--- config.mk ---
export PLATFORM = sky130hd
export DESIGN_NAME = term_char_arbiter_flat
export DESIGN_NICKNAME = d
export VERILOG_FILES = /design/src/rtl/term_char_arbiter_if.sv /design/src/rtl/term_char_arbiter.sv /design/src/flat_wrapper.sv
export SDC_FILE = /design/constraint.sdc
export NUM_CORES = 1
export LEC_CHECK = 0
export CORE_MARGIN = 2
export CORE_UTILIZATION = 43
export DETAILED_ROUTE_END_ITERATION = 8
export HOLD_SLACK_MARGIN = 0.06
export PLACE_DENSITY = 0.81
export SLEW_MARGIN = 5
export SYNTH_ARGS = -nofsm -noshare
export SYNTH_HDL_FRONTEND = slang
export SYNTH_SLANG_ARGS = --single-unit
--- constraint.sdc ---
create_clock -name i_clk -period 1.5 [get_ports i_clk]
set_input_delay 0.3 -clock i_clk [delete_from_list [all_inputs] [get_ports i_clk]]
set_output_delay 0.3 -clock i_clk [all_outputs]
set_load 0.02 [all_outputs]
--- src/rtl/term_char_arbiter_if.sv ---
// term_char_arbiter_if: valid/ready bundle for the key, host, screen and UART tx character ports.
// The slave modport is the arbiter's view; master is the surrounding system's view.
interface term_char_arbiter_if;
  localparam int unsigned CHAR_W = 8;

  logic [CHAR_W-1:0] kbd_data;
  logic              kbd_valid;
  logic              kbd_ready;
  logic [CHAR_W-1:0] host_data;
  logic              host_valid;
  logic              host_ready;
  logic [CHAR_W-1:0] scr_data;
  logic              scr_valid;
  logic              scr_src;
  logic              scr_ready;
  logic [CHAR_W-1:0] tx_data;
  logic              tx_valid;
  logic              tx_ready;

  modport master (
    output kbd_data, kbd_valid, host_data, host_valid, scr_ready, tx_ready,
    input  kbd_ready, host_ready, scr_data, scr_valid, scr_src, tx_data, tx_valid
  );

  modport slave (
    input  kbd_data, kbd_valid, host_data, host_valid, scr_ready, tx_ready,
    output kbd_ready, host_ready, scr_data, scr_valid, scr_src, tx_data, tx_valid
  );
endinterface

--- src/rtl/term_char_arbiter.sv ---
// term_char_arbiter: forwards keys to UART tx and shares the screen between host chars and key echo
// with a weighted round-robin. Local echo is compiled in when TERM_LOCAL_ECHO_EN is defined.
module term_char_arbiter #(
  parameter int unsigned HOST_BURST = 4
) (
  input logic                i_clk,
  input logic                i_rst,
  term_char_arbiter_if.slave bus
);
  localparam int unsigned CHAR_W = 8;
  localparam int unsigned CNT_W  = 4;
  localparam logic [CNT_W-1:0] CNT_MAX   = '1;
  localparam logic [CNT_W-1:0] BURST_LIM = CNT_W'(HOST_BURST);
`ifdef TERM_LOCAL_ECHO_EN
  localparam logic ECHO_EN = 1'b1;
`else
  localparam logic ECHO_EN = 1'b0;
`endif

  typedef enum logic {GRANT_HOST = 1'b0, GRANT_KBD = 1'b1} grant_e;

  grant_e            last_grant, last_grant_nxt;
  logic [CNT_W-1:0]  burst_cnt, burst_cnt_nxt;
  logic [CHAR_W-1:0] kbd_data, kbd_data_nxt;
  logic              tx_pend, tx_pend_nxt;
  logic              echo_pend, echo_pend_nxt;
  logic [CHAR_W-1:0] host_data, host_data_nxt;
  logic              host_pend, host_pend_nxt;
  logic [CHAR_W-1:0] scr_data, scr_data_nxt;
  logic              scr_valid, scr_valid_nxt;
  logic              scr_src, scr_src_nxt;
  logic              kbd_ready, kbd_ready_nxt;
  logic              host_ready, host_ready_nxt;

  logic              kbd_acc, host_acc, slot_free;
  logic              host_req, echo_req;
  logic [CHAR_W-1:0] host_char, echo_char;

  // State register
  always_ff @(posedge i_clk) begin
    if (i_rst) begin
      last_grant <= GRANT_KBD;
      burst_cnt  <= '0;
      kbd_data   <= '0;
      tx_pend    <= 1'b0;
      echo_pend  <= 1'b0;
      host_data  <= '0;
      host_pend  <= 1'b0;
      scr_data   <= '0;
      scr_valid  <= 1'b0;
      scr_src    <= 1'b0;
      kbd_ready  <= 1'b1;
      host_ready <= 1'b1;
    end else begin
      last_grant <= last_grant_nxt;
      burst_cnt  <= burst_cnt_nxt;
      kbd_data   <= kbd_data_nxt;
      tx_pend    <= tx_pend_nxt;
      echo_pend  <= echo_pend_nxt;
      host_data  <= host_data_nxt;
      host_pend  <= host_pend_nxt;
      scr_data   <= scr_data_nxt;
      scr_valid  <= scr_valid_nxt;
      scr_src    <= scr_src_nxt;
      kbd_ready  <= kbd_ready_nxt;
      host_ready <= host_ready_nxt;
    end
  end

  // Accept, tx hand-off and screen arbitration; a char accepted this cycle may win the slot at once
  always_comb begin
    last_grant_nxt = last_grant;
    burst_cnt_nxt  = burst_cnt;
    kbd_data_nxt   = kbd_data;
    tx_pend_nxt    = tx_pend;
    host_data_nxt  = host_data;
    scr_data_nxt   = scr_data;
    scr_valid_nxt  = scr_valid;
    scr_src_nxt    = scr_src;

    kbd_acc   = bus.kbd_valid & kbd_ready;
    host_acc  = bus.host_valid & host_ready;
    slot_free = ~scr_valid | bus.scr_ready;

    if (kbd_acc) begin
      kbd_data_nxt = bus.kbd_data;
      tx_pend_nxt  = 1'b1;
    end else if (tx_pend & bus.tx_ready) begin
      tx_pend_nxt = 1'b0;
    end

    if (host_acc) begin
      host_data_nxt = bus.host_data;
    end

    host_req  = host_pend | host_acc;
    host_char = host_pend ? host_data : bus.host_data;
    echo_req  = ECHO_EN & (echo_pend | kbd_acc);
    echo_char = kbd_acc ? bus.kbd_data : kbd_data;

    host_pend_nxt = host_req;
    echo_pend_nxt = echo_req;

    if (slot_free) begin
      if (host_req && (!echo_req || (burst_cnt < BURST_LIM))) begin
        scr_valid_nxt  = 1'b1;
        scr_data_nxt   = host_char;
        scr_src_nxt    = 1'b0;
        host_pend_nxt  = 1'b0;
        last_grant_nxt = GRANT_HOST;
        burst_cnt_nxt  = (burst_cnt == CNT_MAX) ? burst_cnt : burst_cnt + CNT_W'(1);
      end else if (echo_req) begin
        scr_valid_nxt  = 1'b1;
        scr_data_nxt   = echo_char;
        scr_src_nxt    = 1'b1;
        echo_pend_nxt  = 1'b0;
        last_grant_nxt = GRANT_KBD;
        burst_cnt_nxt  = '0;
      end else begin
        scr_valid_nxt = 1'b0;
        burst_cnt_nxt = '0;
      end
    end

    kbd_ready_nxt  = ~tx_pend_nxt & ~echo_pend_nxt;
    host_ready_nxt = ~host_pend_nxt;
  end

  assign bus.kbd_ready  = kbd_ready;
  assign bus.host_ready = host_ready;
  assign bus.scr_data   = scr_data;
  assign bus.scr_valid  = scr_valid;
  assign bus.scr_src    = scr_src;
  assign bus.tx_data    = kbd_data;
  assign bus.tx_valid   = tx_pend;
endmodule

--- src/flat_wrapper.sv ---
// flat-port wrapper written by rule: the top's interface ports become plain ports
module term_char_arbiter_flat 
#(
  parameter int unsigned HOST_BURST = 4
)
  (i_clk, i_rst, bus_kbd_data, bus_kbd_valid, bus_host_data, bus_host_valid, bus_scr_ready, bus_tx_ready, bus_kbd_ready, bus_host_ready, bus_scr_data, bus_scr_valid, bus_scr_src, bus_tx_data, bus_tx_valid);
  term_char_arbiter_if bus_i ();
  input logic i_clk;
  input logic i_rst;
  input wire logic [$bits(bus_i.kbd_data)-1:0] bus_kbd_data;
  input wire logic [$bits(bus_i.kbd_valid)-1:0] bus_kbd_valid;
  input wire logic [$bits(bus_i.host_data)-1:0] bus_host_data;
  input wire logic [$bits(bus_i.host_valid)-1:0] bus_host_valid;
  input wire logic [$bits(bus_i.scr_ready)-1:0] bus_scr_ready;
  input wire logic [$bits(bus_i.tx_ready)-1:0] bus_tx_ready;
  output wire logic [$bits(bus_i.kbd_ready)-1:0] bus_kbd_ready;
  output wire logic [$bits(bus_i.host_ready)-1:0] bus_host_ready;
  output wire logic [$bits(bus_i.scr_data)-1:0] bus_scr_data;
  output wire logic [$bits(bus_i.scr_valid)-1:0] bus_scr_valid;
  output wire logic [$bits(bus_i.scr_src)-1:0] bus_scr_src;
  output wire logic [$bits(bus_i.tx_data)-1:0] bus_tx_data;
  output wire logic [$bits(bus_i.tx_valid)-1:0] bus_tx_valid;
  assign bus_i.kbd_data = bus_kbd_data;
  assign bus_i.kbd_valid = bus_kbd_valid;
  assign bus_i.host_data = bus_host_data;
  assign bus_i.host_valid = bus_host_valid;
  assign bus_i.scr_ready = bus_scr_ready;
  assign bus_i.tx_ready = bus_tx_ready;
  assign bus_kbd_ready = bus_i.kbd_ready;
  assign bus_host_ready = bus_i.host_ready;
  assign bus_scr_data = bus_i.scr_data;
  assign bus_scr_valid = bus_i.scr_valid;
  assign bus_scr_src = bus_i.scr_src;
  assign bus_tx_data = bus_i.tx_data;
  assign bus_tx_valid = bus_i.tx_valid;
  term_char_arbiter #(.HOST_BURST(HOST_BURST)) u_core (.i_clk(i_clk), .i_rst(i_rst), .bus(bus_i));
endmodule
# Word level (Yosys, flattened, before mapping)
# Index checks and enable logic that the tools add are counted.
dict set report op_classes {
  n_reduce_logical 1
  bitwise_logic 8
  n_mux 5
}
# op n
set ops {}
lappend ops {{8-bit 2-to-1 mux} 1}
lappend ops {{1-bit 2-to-1 mux} 4}
lappend ops {{1-bit bitwise AND} 3}
lappend ops {{1-bit inverter} 3}
lappend ops {{1-bit OR} 2}
lappend ops {{2-bit AND reduction} 1}
dict set report totals {
  elab_cells 22
  out_inout_bits 21
  regBits 29
  input_bits 22
}

# Depth between registers and ports, before layout
dict set report depth {
  ltp_word 4
  ltp_mapped 6
  ltp_nobuf 3
}

# Least setup slack after synthesis
# OpenSTA, ideal clock, no wires.
dict set report synth_path {
  kind {reg2reg}
  startpoint {register u_core.host_pend}
  endpoint {register u_core.scr_data[0] (netlist: u_core.bus.scr_data[0])}
  setup_slack_ns 0.293
  setup_ns 0.079
  t_required_ns 1.421
  arrival_ns 1.128
  period_less_slack_ns 1.207
  stages_incl_launch_ff 7
  path_buffers 3
  path_cell_list {dfxtp_1 buf_6 a21o_1 buf_6 and2_4 buf_6 a211oi_2}
}
dict set report synth_between {
  elab_chain_len 2
  elab_cells_between_ends 3
  cone_classes {1 x mux; 1 x bitwise; 1 x reduce/logical}
}
# element line_no
set synth_rtl {}
lappend synth_rtl {{from (decl)} term_char_arbiter.sv:28} ;# logic host_pend, host_pend_nxt;
lappend synth_rtl {{from (signal assigned)} term_char_arbiter.sv:61} ;# host_pend <= host_pend_nxt;
lappend synth_rtl {{1-bit OR} term_char_arbiter.sv:96} ;# host_req = host_pend | host_acc;
lappend synth_rtl {{2-bit AND reduction (no source line)} -}
lappend synth_rtl {{to (signal assigned)} term_char_arbiter.sv:62} ;# scr_data <= scr_data_nxt;
lappend synth_rtl {{to (decl)} term_char_arbiter.sv:29} ;# logic [CHAR_W-1:0] scr_data, scr_data_nxt;
# Parallel ways exist; a longest one is shown, timed or not.
# A chain may end at the register's enable or synchronous reset.

# Worst setup path after layout
dict set report layout_path {
  startpoint {register u_core.scr_data[7] (netlist: u_core.bus.scr_data[7])}
  endpoint {output port bus_scr_data[7]}
}
# element line_no
set layout_rtl {}
lappend layout_rtl {{to (decl)} flat_wrapper.sv:18} ;# output wire logic [$bits(bus_i.scr_data)-1:0] bus_scr_data;
# No word-level cell between the ends.

==> results.sh <==
export IMPL_status="complete, no violations"
export IMPL_layout_worst_path_cycle_share_pct=87.4
export IMPL_num_vias=1086
export IMPL_power_internal_mw=1.20
export IMPL_grtUsageMet1_pct=19.5
export IMPL_clockBufferDepth=2
export IMPL_syn2layout_area_growth_pct=41.4
export IMPL_track_usage_pct=18.6
export IMPL_worst_path_max_fanout=2
export IMPL_syn_inst=126
export IMPL_worstSkewPairLatency_ns=0.32
export IMPL_antenna_found_initial=0
export IMPL_criticalPathCategory="reg2out"
export IMPL_start_kind="register"
export IMPL_cts_root_buf="clkbuf_4"
export IMPL_portBuffers=41
export IMPL_cp_end_kind="output pin"
export IMPL_p_seq_share_pct=51.4
export IMPL_crit_family="buffers and inverters"
export IMPL_die_area_mm2=0.00315
export IMPL_swShare_pct=27.3
export IMPL_switchingPower_uw=449
export IMPL_seq_area_um2=581
export IMPL_pin_count=43
export IMPL_yosysTopAreaCell="dfxtp_1"
export IMPL_coreArea_mm2=0.00252
export IMPL_ant_nets=0
export IMPL_dpl_hpwl_um=2060
export IMPL_maxCapViolations=0
export IMPL_p_clk_share_pct=28.7
export IMPL_arrival_ns=1.01
export IMPL_combinationalPowerShare_pct=19.8
export IMPL_grt_first_pass_wirelength_um=4530
export IMPL_syn_num_nets=148
export IMPL_leakage_nw=0.692
export IMPL_fin_setup_tns_ns=0
export IMPL_numCtsBuffers=5
export IMPL_drt_iter0_drc=9
export IMPL_dp_cells=196
export IMPL_tritoncts="built"
export IMPL_instances_no_fill=203
export IMPL_whs_ns=0.454
export IMPL_synth_area_per_cell_um2=9.26
export IMPL_rsz0062_at_grt="no"
export IMPL_rows=18
export IMPL_initial_core_util_pct=46.3
export IMPL_synth_top_area_share_pct=49.7
export IMPL_die_height_um=56.1
export IMPL_overflow=0
export IMPL_grt_util_met3_pct=8.84
export IMPL_slowest_delay_ns=0.36
export IMPL_multi_input_area_um2=502
export IMPL_yosysUniqueCellTypes=17
export IMPL_use_met2_pct=30.9
export IMPL_p_per_area_mw_per_mm2=997
export IMPL_seq_area_frac_synth_pct=49.7
export IMPL_fin_nets=195
export IMPL_h_tree_depth=2
export IMPL_hold_viol_final=0
export IMPL_min_path_type="reg2reg"
export IMPL_vdd_drop_max_mv=0.666
export IMPL_vias_per_cell=5.35
export IMPL_max_freq_mhz=763
export IMPL_gp_congestion=0.772
export IMPL_critical_path_slowest_cell="dlygate4sd2_1"
export IMPL_setup_viol=0
export IMPL_yosysWarnings=0
export IMPL_synthTopCellsByArea="dfxtp_1, a21oi_1, a211oi_2"
export IMPL_min_period_ns=1.31
export IMPL_syn_area_mm2=0.00117
export IMPL_grt_busiest_layer="met2"
export IMPL_drc=0
export IMPL_nFillCells=236
export IMPL_diodes=0
export IMPL_layout_drive_gt1_share_pct=15.0
export IMPL_die_w_um=56.1
export IMPL_cts_sinks=29
export IMPL_clk_pin_slew_ns=0.09
export IMPL_cp_required_ns=1.20
export IMPL_ys_ff_latch=29
export IMPL_path_cells="dlygate4sd2_1"
export IMPL_crit_buf_inv=1
export IMPL_wl_per_cell_um=13.5
export IMPL_firstDrtPassIters=4
export IMPL_grt_max_degree=20
export IMPL_grt_pass1_vias=1089
export IMPL_slew_viol_final=0
export IMPL_wirelength_um=2750
export IMPL_fin_skew_ns=0.00375
power groups by stage:
stage          clock (mW)  sequential (mW)  combinational (mW)
4_1_cts             0.486            0.847               0.329
3_3_place_gp            0            0.864               0.343
6_report            0.473            0.846               0.326
3_5_place_dp            0            0.866               0.353
2_1_floorplan           0            0.909               0.144
5_1_grt             0.518            0.853               0.354
path summary, 6_finish.rpt:
check,from,to,slack [ns],depth (start not counted)
min,u_core.bus.tx_data[0],u_core.bus.tx_data[0],0.45,2
min reg2reg,u_core.bus.tx_data[0],u_core.bus.tx_data[0],0.45,2
max reg2reg,u_core.host_pend,u_core.bus.scr_data[5],0.30,3
max,u_core.bus.scr_data[7],bus_scr_data[7],0.19,1
cell usage after synthesis:
cell / number
inv_1: 2
a21oi_1: 27
or3_1: 1
clkbuf_1: 2
nand2_1: 18
buf_1: 1
mux2i_1: 8
nand2b_1: 2
buf_4: 1
conb_1: 1
buf_2: 5
a21o_1: 1
and2_4: 1
dfxtp_1: 29
a211oi_2: 8
buf_6: 3
nand3_1: 16
cell type report:
class	count	area share [%]
flip-flops and latches	29	35.2
multi-input cells	83	30.4
repair buffers	52	28.4
clock buffers	7	3.34
well taps	30	2.27
inverters	2	0.455
through the flow:
| step | total power, mW | worst slack [ns] | area [um^2] | util, % |
|---|---|---|---|---|
| 6_report | 1.64 | 0.189 | 1650 | 65.4 |
| 5_1_grt | 1.72 | 0.131 | 1650 | 65.4 |
| 4_1_cts | 1.66 | 0.181 | 1650 | 65.4 |
| 3_5_place_dp | 1.22 | -0.00140 | 1620 | 64.2 |
| 3_3_place_gp | 1.21 | 0.0352 | 1620 | 64.2 |
| 2_1_floorplan | 1.05 | 0.293 | 1170 | - |
sequential cells by signal, indices dropped and copies added (netlist names):
register / flops
u_core.host_data: 8
u_core.bus.tx_valid: 1
u_core.bus.scr_data: 8
u_core.bus.scr_valid: 1
u_core.host_pend: 1
u_core.bus.host_ready: 1
u_core.bus.tx_data: 8
u_core.bus.kbd_ready: 1
cells in the final DEF (no fill, tap or decap), drive strengths merged:
cell	instances
nand3	16
clkdlybuf4s50	21
conb	1
a21oi	27
buf	11
dlygate4sd2	20
a21o	1
inv	2
nand2b	2
mux2i	8
a211oi	8
and2	1
clkbuf	7
dfxtp	29
nand2	18
or3	1
layer usage:
layer	routed length, um	vias to the layer above
met5	0	-
met4	68	0
met3	252	10
met2	1360	43
li1	-	530
met1	1070	503
cells by family after synthesis:
family / count (synthesis) / share of synthesized area [%]
other: 1 / 0.321
AO/OA/AOI/OAI: 36 / 20.8
flip-flops: 29 / 49.7
buffers and inverters: 14 / 7.29
AND/OR/NAND/NOR: 38 / 15.0
multiplexers: 8 / 6.86
tightest hold or removal path, delay by kind of cell (launching register included):
kind	cells	cell delay [ns]
DFF	1	0.31
and+or+nand+nor	1	0.05
AOI/OAI and AO/OA	1	0.05
repair_timing:
action,CTS,global route
endpoints found under the setup margin,20,0
buffers inserted,0,0
resized for setup,20,0
hold buffers,0,0
Power figures use the tool's default switching activity.
